===== src/rtl/aes_pkg.sv =====
// ============================================================================
// Module      : aes_pkg
// Description : Shared AES key-schedule types, S-box table and GF(2^8) helpers.
// Revision    : 1.0 - initial release
// ============================================================================
`default_nettype none

package aes_pkg;

  localparam logic [7:0] RCON_INIT = 8'h01;

  // Entry 0 sits in the most-significant byte.
  localparam logic [2047:0] SBOX_TBL = {
    128'h637c777bf26b6fc53001672bfed7ab76,
    128'hca82c97dfa5947f0add4a2af9ca472c0,
    128'hb7fd9326363ff7cc34a5e5f171d83115,
    128'h04c723c31896059a071280e2eb27b275,
    128'h09832c1a1b6e5aa0523bd6b329e32f84,
    128'h53d100ed20fcb15b6acbbe394a4c58cf,
    128'hd0efaafb434d338545f9027f503c9fa8,
    128'h51a3408f929d38f5bcb6da2110fff3d2,
    128'hcd0c13ec5f974417c4a77e3d645d1973,
    128'h60814fdc222a908846eeb814de5e0bdb,
    128'he0323a0a4906245cc2d3ac629195e479,
    128'he7c8376d8dd54ea96c56f4ea657aae08,
    128'hba78252e1ca6b4c6e8dd741f4bbd8b8a,
    128'h703eb5664803f60e613557b986c11d9e,
    128'he1f8981169d98e949b1e87e9ce5528df,
    128'h8ca1890dbfe6426841992d0fb054bb16
  };

  typedef enum logic [1:0] {
    IDLE  = 2'd0,
    GEN   = 2'd1,
    DRAIN = 2'd2
  } state_t;

  function automatic logic [7:0] sbox(input logic [7:0] b);
    logic [10:0] idx;
    idx = {~b, 3'b000};
    return SBOX_TBL[idx +: 8];
  endfunction

  function automatic logic [7:0] xtime(input logic [7:0] b);
    return {b[6:0], 1'b0} ^ (b[7] ? 8'h1b : 8'h00);
  endfunction

  function automatic int nr_from_nk(input int nk);
    return nk + 6;
  endfunction

endpackage

`default_nettype wire


===== src/rtl/aes_subword.sv =====
// ============================================================================
// Module      : aes_subword
// Description : Combinational AES SubWord, four parallel S-box lookups.
// Revision    : 1.0 - initial release
// ============================================================================
`default_nettype none

module aes_subword
  import aes_pkg::*;
(
  input  logic [31:0] i_word,
  output logic [31:0] o_word
);

  for (genvar b = 0; b < 4; b++) begin : g_byte
    assign o_word[8*b +: 8] = sbox(i_word[8*b +: 8]);
  end

endmodule

`default_nettype wire


===== src/rtl/aes_key_expand.sv =====
// ============================================================================
// Module      : aes_key_expand
// Description : Iterative AES-128/192/256 key schedule, one word per cycle,
//               round keys delivered over a valid/ready handshake.
//               Optional macro AES_KEY_ZEROIZE_EN clears key material on done.
// Revision    : 1.0 - initial release
// ============================================================================
`default_nettype none

module aes_key_expand
  import aes_pkg::*;
#(
  parameter int NK = 4
) (
  input  logic            clk,
  input  logic            reset,
  input  logic            start,
  input  logic [32*NK-1:0] key_in,
  output logic            busy,
  output logic            rk_valid,
  input  logic            rk_ready,
  output logic [3:0]      rk_round,
  output logic [31:0]     k0_out,
  output logic [31:0]     k1_out,
  output logic [31:0]     k2_out,
  output logic [31:0]     k3_out,
  output logic            done
);

  localparam int NR = nr_from_nk(NK);
  localparam int NW = 4 * (NR + 1);

  state_t            r_state;
  logic [32*NK-1:0]  r_win;
  logic [95:0]       r_asm;
  logic [5:0]        r_idx;
  logic [2:0]        r_mod;
  logic [3:0]        r_grp;
  logic [7:0]        r_rcon;

  logic [31:0] w_old, w_prev, w_sub_in, w_sub_out, w_temp, w_new;
  logic        w_copy, w_use_rcon, w_fourth, w_stall, w_adv;

  // Window MSB word is w[i-NK], LSB word is w[i-1]; during the copy phase the
  // captured key simply rotates through, so w_old is also w[i] for i < NK.
  assign w_old      = r_win[32*NK-1 -: 32];
  assign w_prev     = r_win[31:0];
  assign w_copy     = (r_idx < 6'(NK));
  assign w_use_rcon = !w_copy && (r_mod == 3'd0);
  assign w_sub_in   = (r_mod == 3'd0) ? {w_prev[23:0], w_prev[31:24]} : w_prev;

  aes_subword u_subword (
    .i_word (w_sub_in),
    .o_word (w_sub_out)
  );

  always_comb begin
    w_temp = w_prev;
    if (w_use_rcon)
      w_temp = w_sub_out ^ {r_rcon, 24'h0};
    else if (NK == 8 && r_mod == 3'd4)
      w_temp = w_sub_out;
  end

  assign w_new    = w_copy ? w_old : (w_old ^ w_temp);
  assign w_fourth = (r_idx[1:0] == 2'd3);
  assign w_stall  = w_fourth && rk_valid && !rk_ready;
  assign w_adv    = (r_state == GEN) && !w_stall;

  always_ff @(posedge clk) begin
    if (reset) begin
      r_state  <= IDLE;
      r_win    <= '0;
      r_asm    <= '0;
      r_idx    <= '0;
      r_mod    <= '0;
      r_grp    <= '0;
      r_rcon   <= RCON_INIT;
      busy     <= 1'b0;
      rk_valid <= 1'b0;
      rk_round <= '0;
      k0_out   <= '0;
      k1_out   <= '0;
      k2_out   <= '0;
      k3_out   <= '0;
      done     <= 1'b0;
    end else begin
      done <= 1'b0;
      // A load later in this block overrides the clear for back-to-back keys.
      if (rk_valid && rk_ready)
        rk_valid <= 1'b0;

      case (r_state)
        IDLE: begin
          if (start) begin
            r_win   <= key_in;
            r_idx   <= '0;
            r_mod   <= '0;
            r_grp   <= '0;
            r_rcon  <= RCON_INIT;
            busy    <= 1'b1;
            r_state <= GEN;
          end
        end

        GEN: begin
          if (w_adv) begin
            r_win <= {r_win[32*NK-33:0], w_new};
            r_idx <= r_idx + 6'd1;
            r_mod <= (r_mod == 3'(NK-1)) ? 3'd0 : r_mod + 3'd1;
            if (w_use_rcon)
              r_rcon <= xtime(r_rcon);
            if (w_fourth) begin
              k0_out   <= r_asm[95:64];
              k1_out   <= r_asm[63:32];
              k2_out   <= r_asm[31:0];
              k3_out   <= w_new;
              rk_valid <= 1'b1;
              rk_round <= r_grp;
              r_grp    <= r_grp + 4'd1;
            end else begin
              r_asm <= {r_asm[63:0], w_new};
            end
            if (r_idx == 6'(NW-1))
              r_state <= DRAIN;
          end
        end

        DRAIN: begin
          if (rk_valid && rk_ready) begin
            busy    <= 1'b0;
            done    <= 1'b1;
            r_state <= IDLE;
`ifdef AES_KEY_ZEROIZE_EN
            r_win  <= '0;
            r_asm  <= '0;
            k0_out <= '0;
            k1_out <= '0;
            k2_out <= '0;
            k3_out <= '0;
`endif
          end
        end

        default: r_state <= IDLE;
      endcase
    end
  end

endmodule

`default_nettype wire


===== config.mk =====
export PLATFORM = sky130hd
export DESIGN_NAME = aes_key_expand
export DESIGN_NICKNAME = d
export VERILOG_FILES = /design/src/rtl/aes_pkg.sv /design/src/rtl/aes_subword.sv /design/src/rtl/aes_key_expand.sv
export SDC_FILE = /design/constraint.sdc
export NUM_CORES = 2
export LEC_CHECK = 0
export CORE_MARGIN = 2
export CORE_UTILIZATION = 55
export CTS_BUF_LIST = sky130_fd_sc_hd__clkbuf_2
export DETAILED_ROUTE_END_ITERATION = 6
export PLACE_DENSITY = 0.76
export SLEW_MARGIN = 10
export SYNTH_ARGS = -nofsm -noshare
export SYNTH_HDL_FRONTEND = slang
export SYNTH_SLANG_ARGS = --single-unit

===== constraint.sdc =====
create_clock -name clk -period 5.9 [get_ports clk]
set_clock_uncertainty 0.15 [all_clocks]
set_input_delay 0.59 -clock clk [delete_from_list [all_inputs] [get_ports clk]]
set_output_delay 0.59 -clock clk [all_outputs]
set_load 0.01 [all_outputs]

==> impl_metrics.env <==
export IMPL_status="complete, but fails checks"
export IMPL_violations="DRC, setup timing"
export IMPL_synthFlopType="dfxtp_1"
export IMPL_drc=77
export IMPL_fp_coreArea_mm2=0.0562
export IMPL_netlist_instances=4422
export IMPL_final_common_cell="nand2_1"
export IMPL_dr_wl_met2_um=62100
export IMPL_syn_area_per_cell_um2=7.03
export IMPL_setup_ws_ns=-0.0282
export IMPL_grt_pass1_wl_um=234000
export IMPL_syn_area_mm2=0.0311
export IMPL_start_util_pct=55.4
export IMPL_setup_viol=1
export IMPL_postCtsSetupRepairBufs=0
export IMPL_drt_wl_total_um=161000
export IMPL_max_slew_margin_rel_pct=10.1
export IMPL_first_pass_iters=7
export IMPL_cap_violations=0
export IMPL_cts_buffers=86
export IMPL_path_clk_slew_ns=0.12
export IMPL_met3_wirelength_um=27400
export IMPL_cp_start_kind="flop"
export IMPL_die_h_um=242
export IMPL_finalSetupTns_ns=-0.0282
export IMPL_rows=87
export IMPL_nets=4701
export IMPL_instances_no_fill=5324
export IMPL_syn_to_final_growth_pct=13.5
export IMPL_min_period_ns=5.93
export IMPL_synth_edf_count=0
export IMPL_syn_num_nets=4608
export IMPL_synth_async_reset_ratio_pct=0
export IMPL_hpwl_um=112000
export IMPL_cts_root_buf="clkbuf_2"
export IMPL_yosysWarnings=0
export IMPL_dp_cells=5181
export IMPL_wl_met1_um=56500
export IMPL_num_vias=40100
export IMPL_clk_insertion_delay_late_ns=1.05
export IMPL_crit_fanout=18
export IMPL_cp_required_ns=6.62
export IMPL_die_w_um=242
export IMPL_fillers=4858
export IMPL_final_util_pct=62.8
export IMPL_postRouteAntennaNets=0
export IMPL_die_area_mm2=0.0585
export IMPL_finalHoldViolations=0
export IMPL_min_path_type="input port to flop"
export IMPL_power_density_mw_per_mm2=281
export IMPL_grt_pass1_vias=36600
export IMPL_report_final_slew_viol_count=0
export IMPL_crit_type="flop to flop"
export IMPL_leakagePower_nw=12.3
export IMPL_wl_per_cell_um=30.2
export IMPL_worst_pin_slew_ns=1.33
export IMPL_ys_types=106
export IMPL_gp_congestion=1.16
export IMPL_grt_max_degree=197
export IMPL_io_buffers=266
export IMPL_cp_arrival_ns=6.65
export IMPL_ys_seq_area_share_pct=24.6
export IMPL_top_layer_used="met5"
export IMPL_drive_gt1_share_pct=10.7
export IMPL_fmax_mhz=169
export IMPL_antenna_found_initial=6
export IMPL_cts_resized=0
export IMPL_rsz0062_at_grt="false"
export IMPL_ir_worst_vdd_mv=0.160
export IMPL_end_kind="flop"
export IMPL_first_iter_violations=8570
export IMPL_ys_ff_latch=382
export IMPL_clockBufferDepth=3
export IMPL_track_usage_pct=51.7
export IMPL_whs_ns=0.0220
export IMPL_cts_sinks=382
export IMPL_h_tree_depth=3
export IMPL_fin_crit_sh_pct=100
export IMPL_overflow=0
export IMPL_mostFrequentLayoutCells="nand2_1 (808), a21oi_1 (444), dfxtp_1 (381), nor2_1 (363), clkdlybuf4s50_1 (265)"
export IMPL_cts_tree="done"
export IMPL_viasPerCell=7.53
export IMPL_io_pins=267
worst paths after layout:
path | end | startpoint | slack [ns] | depth (start not counted)
setup reg to reg | r_win[22] | r_mod[0] | -0.03 | 17
hold reg to reg | k0_out[5] | r_asm[69] | 0.30 | 2
setup / recovery | r_win[22] | r_mod[0] | -0.03 | 17
hold / removal | r_win[124] | key_in[124] | 0.02 | 3
cells in the mapped netlist, drive strengths merged (25+ instances only):
cell type / number / area [µm²]
a211o: 33 / 289
a311oi: 130 / 1140
o22ai: 32 / 200
o311ai: 36 / 315
inv: 55 / 206
nor3: 84 / 425
a221oi: 43 / 383
nor4: 34 / 225
a211oi: 154 / 1210
o31ai: 31 / 238
a21oi: 457 / 2390
xor2: 27 / 236
a31oi: 76 / 488
mux2: 51 / 586
o221ai: 53 / 464
clkbuf: 292 / 1100
buf: 196 / 1110
nor2: 367 / 1380
nand2: 808 / 3030
o211ai: 94 / 706
mux2i: 83 / 886
ha: 54 / 676
nand2b: 36 / 233
dfxtp: 382 / 7650
a2111oi: 25 / 233
o21ai: 288 / 1450
nand3: 97 / 485
power breakdown:
group,switching [mW],internal (mW),total [mW]
Sequential,0.207,2.72,2.92
Combinational,3.65,1.63,5.28
Clock,1.09,0.602,1.70
Total,4.95,4.95,9.90
area by class of cell:
cell class / count / area (µm²) / share of cell area, %
Clock inverter: 21 / 161 / 0.457
Timing Repair Buffer: 493 / 4530 / 12.8
Inverter: 60 / 225 / 0.638
Tap cell: 756 / 946 / 2.68
Multi-Input combinational cell: 3492 / 21200 / 60.0
Clock buffer: 118 / 591 / 1.67
Sequential cell: 382 / 7650 / 21.7
Antenna cell: 2 / 5.00 / 0.0142
metal layers:
| metal | vias to the layer above | global-route usage [%] |
|---|---|---|
| li1 | 16700 | - |
| met5 | - | 0.899 |
| met2 | 3898 | 71.6 |
| met4 | 10 | 35.1 |
| met3 | 1118 | 22.9 |
| met1 | 18400 | 64.0 |
sequential cells by signal, summed over array words and instances, names as in the netlist:
signal / count
k0_out: 32
k3_out: 32
rk_valid: 1
r_state: 2
rk_round: 4
r_grp: 4
r_asm: 96
k1_out: 32
k2_out: 32
r_idx: 6
r_win: 128
r_mod: 3
done: 1
r_rcon: 8
busy: 1
worst max-delay path, cell delays in order, from the launching register on:
cell      delay [ns]
dfxtp_1         0.39
inv_1           0.06
ha_1            0.29
nand2b_4        0.22
mux2_2          0.48
inv_1           0.58
ha_1            0.29
inv_1           0.16
o211ai_1        0.23
nor3b_1         0.57
buf_4           0.25
a211o_1         0.10
a211oi_1        0.07
o31ai_1         0.37
a32oi_1         0.16
o21ai_1         0.82
xor2_1          0.29
o41ai_1         0.31
cell families (layout without fill, tap and decap cells):
| logic type | Yosys count | in the layout | share of synthesized area, % |
|---|---|---|---|
| muxes | 138 | 138 | 5.02 |
| and+or+nand+nor | 1589 | 1589 | 22.4 |
| AOI/OAI and AO/OA | 1661 | 1661 | 36.6 |
| buffers and inverters | 548 | 692 | 7.83 |
| other | 0 | 2 | 0 |
| adders and majority gates | 54 | 54 | 2.17 |
| xor gates and xnor gates | 50 | 50 | 1.41 |
| DFF | 382 | 382 | 24.6 |
metrics by stage:
stage | worst slack (ns) | power (mW) | instance area, µm²
floorplan | 1.36 | 5.96 | 31100
global placement | 0.825 | 7.84 | 34500
detailed placement | 0.814 | 7.79 | 34500
CTS | 0.780 | 9.43 | 35300
global route | 0.0302 | 10.1 | 35300
finish | -0.0282 | 9.90 | 35300
timing repair:
item	CTS	global route
hold endpoints to repair	27	0
setup endpoints to repair	0	0
hold buffers	2	0
Note: power is estimated with default switching activity, not from simulation.
